[config.mk]
export PLATFORM = sky130hd
export DESIGN_NAME = mem_arbiter
export DESIGN_NICKNAME = d
export VERILOG_FILES = /design/src/rtl/mem_arbiter.sv
export SDC_FILE = /design/constraint.sdc
export NUM_CORES = 1
export LEC_CHECK = 0
export BUFFER_PORTS_ARGS = -buffer_cell sky130_fd_sc_hd__buf_4
export CORE_ASPECT_RATIO = 2
export CORE_MARGIN = 4
export CORE_UTILIZATION = 50
export CTS_BUF_LIST = sky130_fd_sc_hd__clkbuf_8 sky130_fd_sc_hd__clkbuf_16
export CTS_CLUSTER_SIZE = 30
export DETAILED_ROUTE_END_ITERATION = 8
export GPL_ROUTABILITY_DRIVEN = 0
export PLACE_DENSITY_LB_ADDON = 0.2
export SLEW_MARGIN = 0
export SYNTH_ARGS = -nofsm -noshare
export SYNTH_HDL_FRONTEND = slang
export SYNTH_SLANG_ARGS = --single-unit
[constraint.sdc]
create_clock -name clk -period 5.22 [get_ports clk]
set_input_delay 1.044 -clock clk [delete_from_list [all_inputs] [get_ports clk]]
set_output_delay 1.044 -clock clk [all_outputs]
set_load 0.03 [all_outputs]
[src/rtl/mem_arbiter.sv]
// Two-port (instruction / data) arbiter in front of a single memory port.
// Non-preemptive round-robin grant, one outstanding memory command, with
// out-of-range and timeout fault completion.
module mem_arbiter #(
  parameter int unsigned TIMEOUT = 1023
) (
  input  logic        clk,
  input  logic        rst,

  input  logic        i_valid,
  input  logic [31:0] i_addr,
  output logic        i_ready,
  output logic [31:0] i_data_out,
  output logic        i_err,

  input  logic        d_valid,
  input  logic        d_rw,
  input  logic [31:0] d_addr,
  input  logic [31:0] d_data_in,
  input  logic [1:0]  d_byte_half_word,
  input  logic        d_is_load_unsigned,
  output logic        d_ready,
  output logic [31:0] d_data_out,
  output logic        d_err,

  output logic        mem_valid,
  output logic        mem_rw,
  output logic [31:0] mem_addr,
  output logic [31:0] mem_data_in,
  output logic [1:0]  mem_byte_half_word,
  output logic        mem_is_load_unsigned,
  input  logic        mem_ready,
  input  logic        mem_out_of_range,
  input  logic [31:0] mem_data_out,

  output logic        busy,
  output logic        owner
);

  typedef enum logic [1:0] {IDLE, SERVE, DONE} state_t;

  localparam logic [15:0] TMO_LAST = 16'(TIMEOUT - 1);

  state_t      state_q;
  logic        last_q;      // last grant: 0 = instruction, 1 = data
  logic [15:0] cnt_q;
  logic        rw_q;
  logic [31:0] addr_q;
  logic [31:0] wdata_q;
  logic [1:0]  bhw_q;
  logic        uns_q;
  logic        err_q;
  logic [31:0] i_data_q;
  logic [31:0] d_data_q;

  logic        gnt_d;
  logic        ok_d;
  logic        fin_d;

  // Arbitration choice and SERVE completion conditions
  always_comb begin
    gnt_d = d_valid;
    if (i_valid && d_valid) begin
      gnt_d = ~last_q;
    end
    ok_d  = mem_ready && !mem_out_of_range;
    fin_d = mem_out_of_range || mem_ready || (cnt_q == TMO_LAST);
  end

  // Arbiter FSM: grant/latch in IDLE, wait for memory in SERVE, pulse in DONE
  always_ff @(posedge clk) begin
    if (rst) begin
      state_q  <= IDLE;
      last_q   <= 1'b1;
      cnt_q    <= '0;
      rw_q     <= 1'b0;
      addr_q   <= '0;
      wdata_q  <= '0;
      bhw_q    <= '0;
      uns_q    <= 1'b0;
      err_q    <= 1'b0;
      i_data_q <= '0;
      d_data_q <= '0;
    end else begin
      unique case (state_q)
        IDLE: begin
          if (i_valid || d_valid) begin
            state_q <= SERVE;
            last_q  <= gnt_d;
            cnt_q   <= '0;
            if (gnt_d) begin
              rw_q    <= d_rw;
              addr_q  <= d_addr;
              wdata_q <= d_data_in;
              bhw_q   <= d_byte_half_word;
              uns_q   <= d_is_load_unsigned;
            end else begin
              rw_q    <= 1'b0;
              addr_q  <= i_addr;
              wdata_q <= '0;
              bhw_q   <= '0;
              uns_q   <= 1'b0;
            end
          end
        end
        SERVE: begin
          cnt_q <= cnt_q + 16'd1;
          if (fin_d) begin
            state_q <= DONE;
            err_q   <= ~ok_d;
            if (last_q) begin
              d_data_q <= ok_d ? mem_data_out : '0;
            end else begin
              i_data_q <= ok_d ? mem_data_out : '0;
            end
          end
        end
        DONE: begin
          state_q <= IDLE;
        end
        default: begin
          state_q <= IDLE;
        end
      endcase
    end
  end

  assign busy                 = (state_q != IDLE);
  assign owner                = last_q;

  assign mem_valid            = (state_q == SERVE);
  assign mem_rw               = rw_q;
  assign mem_addr             = addr_q;
  assign mem_data_in          = wdata_q;
  assign mem_byte_half_word   = bhw_q;
  assign mem_is_load_unsigned = uns_q;

  assign i_ready    = (state_q == DONE) && !last_q;
  assign i_err      = i_ready && err_q;
  assign i_data_out = i_data_q;

  assign d_ready    = (state_q == DONE) && last_q;
  assign d_err      = d_ready && err_q;
  assign d_data_out = d_data_q;

endmodule

==> results.toml <==
[status]
outcome = "finished clean"

[routing]
drt_wl_total_mm = 18.4
antenna_left = 0
first_pass_iters = 6
vias = 6184
via_per_inst = 5.72
drc = 0
wl_per_cell_microns = 17.0
drtIter0Drc = 325

[clocking]
cts_max_level = 4
cts_setup_buffers = 0
clk_pin_slew_ns = 0.06
numCtsBuffers = 17
cts_hold_buf = 0
clock-sinks = 152
clkLatencyLatePin_ns = 0.41
cts_tree = "built"
clockBufferDepth = 2
ctsResizeCount = 0
cts_root_buffer = "clkbuf_16"

[sta]
max_freq_ghz = 0.351
drv_slew = 0
finalClockSkew_ns = 0.0127
final.setup.tns_ns = 0
relSlewSlack_pct = 18.0
finalCriticalPeriod_ns = 2.85
rsz0062_at_grt = "no"
finalHoldViolations = 0
tightest_slew_ns = 1.23
setup_viol = 0
min_period_over_period_pct = 54.6

[floorplan]
die-width_microns = 85.8
ios = 277
core.rowCount = 56
core_sq_um = 11800
die_h_microns = 164
die-area_sq_um = 14000
start_util_pct = 51.4

[synth]
synth_nets = 828
yosys-top-cells-count = "152 x dfxtp_1, 83 x nor2_1, 76 x a21oi_1"
synth_most_common_cell = "dfxtp_1"
ys_types = 46
synth_seq_cells = 152
yosys.area.top_type = "dfxtp_1"
syn_avg_cell_area_sq_um = 8.79
ys_seq_area_share_pct = 50.3
ys_top_cells_by_area = "dfxtp_1 50%, a21oi_1 6.3%, nand3_1 5.6%, mux2i_1 5.3%, nor2_1 5.1%"
syn_inst = 688
syn_area_sq_um = 6050
synth-edff-count = 0
synthArstFlopShare_pct = 0
synth_warnings = 0
synth_top_flop_cell = "dfxtp_1"
synth_top_area_share_pct = 50.3

[cells_and_area]
area_growth_syn_to_layout_pct = 43.7
fin_nets = 1063
diodes = 0
layout-drive-gt1-share_pct = 34.7
instances_no_fill = 1081

[pwr]
vdd_ir_drop_max_uv = 330
p_leak_uw = 0.00365
power_density_nw_per_um2 = 347

[global_route]
gr-usage-all-layers_pct = 25.3
grt_max_degree = 106
grt_pass1_vias = 6067
grt_pass1_wl_mm = 29.0
antenna_found_initial = 0
gr-total-overflow = 0

[place]
dp_cells = 1049
dpl.hpwl_mm = 13.4
portBuffers = 276

[flow_run]
max-cap-violations = 0

[worst_hold_path]
hold_class = "reg2reg"

[worst_setup_path]
crit_type = "reg2out"
cp-end-kind = "output port"
cp.arrival_ns = 1.81
cp.required_ns = 4.18
crit_path_top_delay_cell = "nand2b_1"
crit_chain = "nand2b_1, inv_1, buf_4"
path_max_fanout = 12
max_stage_delay_ns = 0.43
cp-start-kind = "register"
==> cells by family (layout without fill, tap and decap cells) <==
family | after synthesis | count (layout) | share of synthesized area, %
xor gates and xnor gates | 1 | 1 | 0.145
buffers and inverters | 74 | 322 | 5.38
muxes | 33 | 33 | 5.48
DFF | 152 | 152 | 50.3
adders and majority gates | 2 | 2 | 0.414
AOI/OAI and AO/OA | 231 | 231 | 23.0
and+or+nand+nor | 195 | 195 | 15.3
==> placed cells by master (no fill, tap or decap), drive strengths merged, types with 5 or more instances in the layout <==
cell	instances
buf	283
dfxtp	152
nor2	83
a21oi	76
nand3	69
o21ai	68
a22oi	36
a211oi	33
mux2i	32
clkbuf	17
inv	17
nand2	9
or3	5
==> metal layers <==
layer | GRT usage (%) | vias to the layer above | wire length (microns)
met3 | 6.31 | 41 | 1400
met5 | 0 | - | 0
met2 | 46.3 | 297 | 9960
met1 | 27.0 | 2891 | 6400
li1 | - | 2955 | -
met4 | 10.7 | 0 | 604
==> worst paths after layout <==
| kind | startpoint | slack [ns] | endpoint | depth (start not counted) |
|---|---|---|---|---|
| min reg2reg | i_data_out[31]$_SDFFE_PP0P_ | 0.48 | i_data_out[31]$_SDFFE_PP0P_ | 2 |
| max | state_q[1]$_SDFFE_PP0P_ | 2.37 | mem_valid | 3 |
| max reg2reg | state_q[1]$_SDFFE_PP0P_ | 2.63 | d_data_out[13]$_SDFFE_PP0P_ | 5 |
| min | i_data_out[31]$_SDFFE_PP0P_ | 0.48 | i_data_out[31]$_SDFFE_PP0P_ | 2 |
==> per-stage QoR <==
stage / util, % / power, uW / worst slack [ns] / hold WS (ns) / area [sq um]
6_report: 73.8 / 3010 / 2.37 / 0.479 / 8690
5_1_grt: 73.8 / 3130 / 2.20 / 0.503 / 8690
4_1_cts: 73.8 / 3030 / 2.33 / 0.478 / 8690
3_5_place_dp: 68.7 / 1800 / 2.44 / 0.469 / 8090
3_3_place_gp: 68.7 / 1780 / 2.55 / 0.461 / 8090
2_1_floorplan: - / 1580 / 2.49 / 0.451 / 6050
==> power breakdown <==
group / switching (uW) / total, uW / internal [uW]
Sequential: 36.6 / 1250 / 1220
Combinational: 318 / 521 / 203
Clock: 513 / 1240 / 726
==> state kept, by name (all words and copies together), names as in the netlist <==
signal	count
owner	1
err_q	1
d_data_out	32
mem_addr	32
mem_rw	1
mem_data_in	32
state_q	2
i_data_out	32
mem_byte_half_word	2
mem_is_load_unsigned	1
cnt_q	16
==> worst max-delay path, delay by kind of cell, from the launching register on <==
| kind | cells | cell delay, ns |
|---|---|---|
| flip-flops | 1 | 0.39 |
| AND/OR/NAND/NOR | 1 | 0.43 |
| buffers and inverters | 2 | 0.58 |
==> cell type report <==
type	instances	area [sq um]
fillers	930	3080
inverters	7	26.3
well taps	145	181
repair buffers	283	2120
flip-flops and latches	152	3040
clock buffers	17	425
clock inverters	15	178
multi-input cells	462	2710
No activity file was read; power rests on OpenSTA's default activity.
